<file path="src/rtl/multicycle_control_fsm.sv">
// Sequencing controller for the RV32I multi-cycle datapath: steps IF/ID/EX/MEM/WB,
// drives every datapath select/enable, and flags ECALL halt and memory timeouts.
module multicycle_control_fsm #(
  parameter int unsigned MAX_WAIT = 15,
  parameter int unsigned CNT_W    = 4
) (
  input  logic       clk,
  input  logic       reset,
  input  logic [6:0] opcode,
  input  logic       bcond,
  input  logic       x17_is_10,
  input  logic       mem_ready,
  output logic       mem_req,
  output logic       mem_read,
  output logic       mem_write,
  output logic       mem_addr_sel,
  output logic       ir_write,
  output logic       alu_src_a,
  output logic [1:0] alu_src_b,
  output logic [1:0] alu_op,
  output logic       reg_write,
  output logic [1:0] wb_sel,
  output logic       pc_write,
  output logic [1:0] pc_src,
  output logic       is_halted,
  output logic       mem_error,
  output logic [2:0] state
);

  localparam logic [6:0] OP_LUI       = 7'b0110111;
  localparam logic [6:0] OP_AUIPC     = 7'b0010111;
  localparam logic [6:0] OP_ARITH     = 7'b0110011;
  localparam logic [6:0] OP_ARITH_IMM = 7'b0010011;
  localparam logic [6:0] OP_LOAD      = 7'b0000011;
  localparam logic [6:0] OP_STORE     = 7'b0100011;
  localparam logic [6:0] OP_BRANCH    = 7'b1100011;
  localparam logic [6:0] OP_JAL       = 7'b1101111;
  localparam logic [6:0] OP_JALR      = 7'b1100111;
  localparam logic [6:0] OP_ECALL     = 7'b1110011;

  typedef enum logic [2:0] {
    S_IF   = 3'd0,
    S_ID   = 3'd1,
    S_EX   = 3'd2,
    S_BR   = 3'd3,
    S_MEM  = 3'd4,
    S_WB   = 3'd5,
    S_HALT = 3'd6,
    S_ERR  = 3'd7
  } state_t;

  state_t           state_q, state_d;
  logic [CNT_W-1:0] wait_cnt, wait_cnt_d;
  logic             timeout;
  logic             known_op;

  assign state   = state_q;
  assign timeout = (wait_cnt == CNT_W'(MAX_WAIT));

  always_comb begin
    known_op = 1'b0;
    case (opcode)
      OP_LUI, OP_AUIPC, OP_ARITH, OP_ARITH_IMM, OP_LOAD,
      OP_STORE, OP_BRANCH, OP_JAL, OP_JALR, OP_ECALL: known_op = 1'b1;
      default:                                         known_op = 1'b0;
    endcase
  end

  // Next state and all datapath controls; unlisted controls stay 0.
  always_comb begin
    state_d      = state_q;
    mem_req      = 1'b0;
    mem_read     = 1'b0;
    mem_write    = 1'b0;
    mem_addr_sel = 1'b0;
    ir_write     = 1'b0;
    alu_src_a    = 1'b0;
    alu_src_b    = 2'd0;
    alu_op       = 2'd0;
    reg_write    = 1'b0;
    wb_sel       = 2'd0;
    pc_write     = 1'b0;
    pc_src       = 2'd0;
    is_halted    = (state_q == S_HALT) || (state_q == S_ERR);
    mem_error    = (state_q == S_ERR);

    case (state_q)
      S_IF: begin
        mem_req  = 1'b1;
        mem_read = 1'b1;
        if (mem_ready) begin
          // A fetch completing while reset is held must not disturb IR.
          ir_write = reset;
          state_d  = S_ID;
        end else if (timeout) begin
          state_d = S_ERR;
        end
      end

      S_ID: begin
        if (opcode == OP_ECALL && x17_is_10) begin
          state_d = S_HALT;
        end else if (opcode == OP_ECALL || !known_op) begin
          pc_write = 1'b1;
          pc_src   = 2'd2;
          state_d  = S_IF;
        end else begin
          state_d = S_EX;
        end
      end

      S_EX: begin
        case (opcode)
          OP_ARITH: begin
            alu_src_a = 1'b1; alu_src_b = 2'd0; alu_op = 2'd2; state_d = S_WB;
          end
          OP_ARITH_IMM: begin
            alu_src_a = 1'b1; alu_src_b = 2'd2; alu_op = 2'd2; state_d = S_WB;
          end
          OP_LOAD, OP_STORE: begin
            alu_src_a = 1'b1; alu_src_b = 2'd2; alu_op = 2'd0; state_d = S_MEM;
          end
          OP_AUIPC: begin
            alu_src_a = 1'b0; alu_src_b = 2'd2; alu_op = 2'd0; state_d = S_WB;
          end
          OP_LUI: state_d = S_WB;
          OP_JAL: begin
            alu_src_a = 1'b0; alu_src_b = 2'd2; alu_op = 2'd0;
            pc_write  = 1'b1; pc_src = 2'd0; state_d = S_WB;
          end
          OP_JALR: begin
            alu_src_a = 1'b1; alu_src_b = 2'd2; alu_op = 2'd0;
            pc_write  = 1'b1; pc_src = 2'd0; state_d = S_WB;
          end
          OP_BRANCH: begin
            alu_src_a = 1'b1; alu_src_b = 2'd0; alu_op = 2'd1;
            if (bcond) begin
              state_d = S_BR;
            end else begin
              pc_write = 1'b1; pc_src = 2'd2; state_d = S_IF;
            end
          end
          default: begin
            pc_write = 1'b1; pc_src = 2'd2; state_d = S_IF;
          end
        endcase
      end

      // Taken branch: ALU recomputes PC-relative target.
      S_BR: begin
        alu_src_a = 1'b0;
        alu_src_b = 2'd2;
        alu_op    = 2'd0;
        pc_write  = 1'b1;
        pc_src    = 2'd0;
        state_d   = S_IF;
      end

      S_MEM: begin
        mem_req      = 1'b1;
        mem_addr_sel = 1'b1;
        mem_write    = (opcode == OP_STORE);
        mem_read     = (opcode != OP_STORE);
        if (mem_ready) begin
          if (opcode == OP_STORE) begin
            pc_write = 1'b1; pc_src = 2'd2; state_d = S_IF;
          end else begin
            state_d = S_WB;
          end
        end else if (timeout) begin
          state_d = S_ERR;
        end
      end

      S_WB: begin
        reg_write = 1'b1;
        case (opcode)
          OP_LOAD:          wb_sel = 2'd1;
          OP_LUI:           wb_sel = 2'd2;
          OP_JAL, OP_JALR:  wb_sel = 2'd3;
          default:          wb_sel = 2'd0;
        endcase
        if (opcode != OP_JAL && opcode != OP_JALR) begin
          pc_write = 1'b1;
          pc_src   = 2'd2;
        end
        state_d = S_IF;
      end

      S_HALT: state_d = S_HALT;
      S_ERR:  state_d = S_ERR;
    endcase
  end

  // Stall counter: counts unanswered memory cycles within one IF/MEM visit.
  always_comb begin
    wait_cnt_d = '0;
    if ((state_q == S_IF || state_q == S_MEM) && !mem_ready && state_d == state_q)
      wait_cnt_d = wait_cnt + CNT_W'(1);
  end

  always_ff @(posedge clk or negedge reset) begin
    if (!reset) begin
      state_q  <= S_IF;
      wait_cnt <= '0;
    end else begin
      state_q  <= state_d;
      wait_cnt <= wait_cnt_d;
    end
  end

endmodule

</file>
<file path="config.mk">
export PLATFORM = sky130hd
export DESIGN_NAME = multicycle_control_fsm
export DESIGN_NICKNAME = d
export VERILOG_FILES = /design/src/rtl/multicycle_control_fsm.sv
export SDC_FILE = /design/constraint.sdc
export NUM_CORES = 1
export LEC_CHECK = 0
export CAP_MARGIN = 5
export CORE_MARGIN = 8
export CORE_UTILIZATION = 44
export DETAILED_ROUTE_END_ITERATION = 10
export PLACE_DENSITY = 0.84
export SYNTH_ARGS = -nofsm -noshare
export SYNTH_HDL_FRONTEND = slang
export SYNTH_SLANG_ARGS = --single-unit
</file>
<file path="constraint.sdc">
create_clock -name clk -period 3 [get_ports clk]
set_input_delay 0.45 -clock clk [delete_from_list [all_inputs] [get_ports clk]]
set_output_delay 0.45 -clock clk [all_outputs]
set_load 0.1 [all_outputs]
</file>
# Yosys cells after proc, flatten, opt, wreduce, memory -nomap -nowiden

Index checks and enable logic that the tools add are counted.
Widths: inputs -> output; s select.

Flip-flop bits (word level): 7
Latch bits: 0
RAM bits: 0
Memory bits (read-only): 0
Input bits: 12
Memories: 0

Add/subtract/negate cells: 1
Multipliers: 0
Div/mod/pow operators: 0
Magnitude comparators: 0
Equality and inequality tests: 22
Shifts and indexed selects: 0
Mux-type cells: 42
Bitwise gates (word level): 0
Reduce and logical (&&, ||, !) cells: 21

Operators with widths:

| cell                | count |
|---|---|
| $eq 7x7->1 const B  | 4 |
| $reduce_or 6->1     | 4 |
| $mux 2              | 11 |
| $eq 7x6->1 const B  | 3 |
| $pmux 3 s7          | 1 |
| $mux 1              | 15 |
| $mux 3              | 5 |
| $eq 7x5->1 const B  | 2 |
| $ne 7x7->1 const B  | 2 |
| $eq 3x3->1 const B  | 4 |
| $pmux 2 s2          | 3 |
| $reduce_or 10->1    | 1 |
| $reduce_or 2->1     | 5 |
| $pmux 3 s3          | 1 |
| $pmux 2 s4          | 1 |
| $reduce_or 8->1     | 1 |
| $eq 7x2->1 const B  | 1 |
| $ne 7x6->1 const B  | 1 |
| $eq 3x2->1 const B  | 2 |
| $pmux 2 s3          | 1 |
| $pmux 1 s5          | 1 |
| $add 4x1->4 const B | 1 |
| $eq 4x4->1 const B  | 1 |
| $logic_and 1x1->1   | 4 |
| other kinds (7)     | 11 |

# Logic depth before layout (Yosys ltp)

Gate-level depths: netlist of run 1.

Depth after elaboration: 11
Gate-level depth with buffers: 5
Depth with buffers taken out: 5

# Worst setup path after synthesis of run 1

Ideal clock, no wire load.

Path kind: flip-flop to output port
From: register state_q[1], in the netlist state[1]
To: output alu_src_a
Data arrival time: 4,581 ps
Path slack: -2,031 ps
Cell stages (with the launch flop): 4
Path buffers: 1
Cells stage by stage: dfrtp_1 clkbuf_1 or3b_2 nor4_1

Cells in the longest elaborated chain, start to end: 2

RTL lines:

| what                   | line | text |
|---|---|---|
| start, declared        | 52   | `state_t state_q, state_d;` |
| start signal, assigned | 207  | `state_q <= state_d;` |
| $eq 3x2->1             | 87   | `case (state_q)` |
| $mux 1                 | 87   |  |
| end, declared          | 18   | `output logic alu_src_a,` |

Every way passes these cells.

# Worst setup path after layout of run 1

From: input opcode[5]
To: output pc_write

Cells in the longest elaborated chain, start to end: 8
Elaborated cells on any way between the ends: 26
Classes of those cells: 12 x eq/ne; 8 x mux; 6 x reduce/logical

RTL lines:

| what                               | line         | text |
|---|---|---|
| start, declared                    | 9            | `input logic [6:0] opcode,` |
| $eq 7x7->1 (tied with other cells) | 62, 101, 103 |  |
| $reduce_or 10->1                   | 62           | `case (opcode)` |
| $mux 1                             | 62           |  |
| $logic_not 1->1                    | 103          | `end else if (opcode == OP_ECALL \|\| !known_op) begin` |
| $logic_or 1x1->1                   | 103          |  |
| $mux 1                             | 103          |  |
| $mux 1                             | 101          | `if (opcode == OP_ECALL && x17_is_10) begin` |
| $pmux 1 s5 (*)                     | 87           |  |
| end, declared                      | 23           | `output logic pc_write,` |

Mark *: on every way between the ends. The rest lies on a longest branch, timed or not.

==> results of run 1 <==
[worst paths after layout]
check,start,to,slack [ps]
setup reg to reg,state[2],state[1],1400
min in group clk,wait_cnt[0],wait_cnt[0],510
hold / removal,reset,wait_cnt[0],460
setup / recovery,opcode[5],pc_write,120
max in group asynchronous,reset,state[0],2270
hold reg to reg,wait_cnt[0],wait_cnt[0],510
[cell usage after synthesis (all sizes together), types with 2 or more instances]
cell type,instances,share of area (%)
nor2,10,5.1
or3b,2,2.4
buf,4,3.7
nand2,4,2.0
or2,2,1.7
and2b,2,2.2
o21ai,3,2.0
a21o,2,2.0
and3,3,2.5
nand3b,2,2.0
nand4b,2,2.4
dfrtp,7,24
and2,2,1.7
nor3,6,4.0
or3,2,1.7
a21bo,2,2.7
a21oi,5,3.4
clkbuf,3,1.5
a31oi,3,2.5
nor4,3,2.5
inv,5,2.5
o21bai,2,2.0
[cell type report]
cell class                 count  area (µm²)
fill                         125       427.9
multi-input combinational     79       551.8
timing repair buffer          35       427.9
inverter                       5       18.77
sequential                     7       177.7
clock buffer                   4       26.28
tap                           17       21.27
[registers in the layout, summed over array words and instances (netlist names)]
name,count
state,3
wait_cnt,4
[power groups by stage]
stage                     registers (mW)  clock network (mW)  logic [mW]
after floorplan                    0.153                   0       0.211
after CTS                          0.125              0.0895       0.347
after global placement             0.125                   0       0.341
after detailed placement           0.126                   0       0.345
final                              0.125              0.0892       0.347
after global routing               0.127              0.0980       0.360
[worst max-delay path, stage by stage]
cell and delay (ps):
clkdlybuf4s50_1 470, or3b_1 370, or2_0 260, o211a_1 250, or3_2 450, buf_12 190
[cell families (layout without fill, tap and decap cells)]
logic type      Yosys count  after routing  share of synthesized area, %
xor+xnor                  1              1                         1.179
compound gates           28             28                         27.44
other cells               1              2                        0.5046
buf+inv                  12             44                         7.743
fa+ha+maj                 1              1                         1.683
flops                     7              7                         23.57
simple gates             47             47                         37.88
[routing by layer]
layer,GRT usage [%],part of all wire (%)
met1,18.79,42
met2,25.74,50
met3,4.435,6.0
met4,2.685,1.2
met5,0,0
[per-stage QoR]
stage          worst slack (ps)  total power [mW]
2_1_floorplan            -166.2            0.3647
3_3_place_gp              180.8            0.4665
5_1_grt                   55.43            0.5846
4_1_cts                   147.8            0.5613
6_report                  115.6            0.5613
3_5_place_dp              160.9            0.4714
==> run summary, run 1 <==
full die area - 3260 µm²
Num CTS Buffers - 3
Seq pwr share - 22.3%
CP max FO - 2
Final Max Tran Viols - 0
Overflow after GRT - 0
Max Freq - 346.7 MHz
synthesis-to-finish area growth - 64.65%
Hold Path Class - input port to async pin
H-tree depth - 1
VDD IR max - 394.5 µV
internal power - 259.9 µW
vias per inst - 6.272
clock latency on the worst-skew pair - 250 ps
Initial Util - 45.00%
Avg Cell Area, Syn - 7.662 µm²
Final Cell Area - 1224 µm²
most frequent cells in the layout - buf_4, clkdlybuf4s50_1, buf_12
clock share of power - 15.9%
Clock transition at path regs - 60 ps
Psw - 301.4 µW
power density over the cells - 458.7 nW/µm²
status - completed
share of layout cells above drive strength 1 - 31.54%
Cell Area, Placed - 1197 µm²
ys async rst share - 100.0%
WL per Instance - 17.24 µm
Yosys reg bits - 7
vias - 922
die width - 57.10 µm
Gate power share - 61.8%
Gate Count Post-Synth - 97
final WL - 2.534 mm
Final min period - 2884 ps
final core occ - 74.09%
# rows - 15
antenna cell count - 0
TNS Setup - 0 ps
largest net degree at the start of global routing - 15
Main synth FF type - dfrtp_1
clk buf depth - 2
# DRC - 0
final count of hold timing violations - 0
Final setup viols - 0
first-iteration detailed-routing DRC count - 53
sw frac - 53.70%
vias in the first global route - 957
Setup crit end kind - output port
post-synthesis sequential area ratio - 23.57%
Post-DP HPWL - 1.999 mm
GP Congestion - 0.8720
die height - 57.10 µm
leak pwr - 0.5603 nW
Max Cap Viol - 0
RSZ-0062 raised after global routing - false
initial antenna violation count - 0
Critical Path Start Type - input port
crit path DAT - 2430 ps
cts repair resizes - 0
Final Skew - 2.928 ps
gr usage total - 15.26%
first-pass GRT wire length - 4.291 mm
Netlist Area Pre-Place - 743.2 µm²
placed cells - 143
Setup Crit Path Kind - input port to output port
post-CTS setup buffers - 0
CTS tree - yes
fin crit share - 96.15%
IO Pins - 33
clk sinks - 7
Final #Nets - 144
EDFF count, synth - 0
R2R cell count - 3
Core Region - 1652 µm²
CTS root buf - clkbuf_4
Worst Path Required - 2550 ps
port bufs - 30
most common cell after layout, fill and taps aside - buf_4
CTS Hold Bufs - 0
Finished Layout Cells - 147
yosys warns - 0
Synth cell types - 47
TritonRoute pass-1 iters - 4
Routed Antenna Nets - 0
hold_ws - 460.7 ps
No activity file was read; power rests on OpenSTA's default activity.
==> run 2, diff against run 1 <==
--- a/config.mk
+++ b/config.mk
@@ -8,6 +8,7 @@
 export CAP_MARGIN = 5
 export CORE_MARGIN = 8
 export CORE_UTILIZATION = 44
+export CTS_CLUSTER_DIAMETER = 30
 export DETAILED_ROUTE_END_ITERATION = 10
 export PLACE_DENSITY = 0.84
 export SYNTH_ARGS = -nofsm -noshare
==> results of run 2 <==
No change in the layout: final DEF, timing and power equal those of run 1.
==> run 3, diff against run 2 <==
--- a/config.mk
+++ b/config.mk
@@ -8,7 +8,7 @@
 export CAP_MARGIN = 5
 export CORE_MARGIN = 8
 export CORE_UTILIZATION = 44
-export CTS_CLUSTER_DIAMETER = 30
+export CTS_CLUSTER_DIAMETER = 60
 export DETAILED_ROUTE_END_ITERATION = 10
 export PLACE_DENSITY = 0.84
 export SYNTH_ARGS = -nofsm -noshare
==> results of run 3 <==
No change in the layout: final DEF, timing and power equal those of run 1.
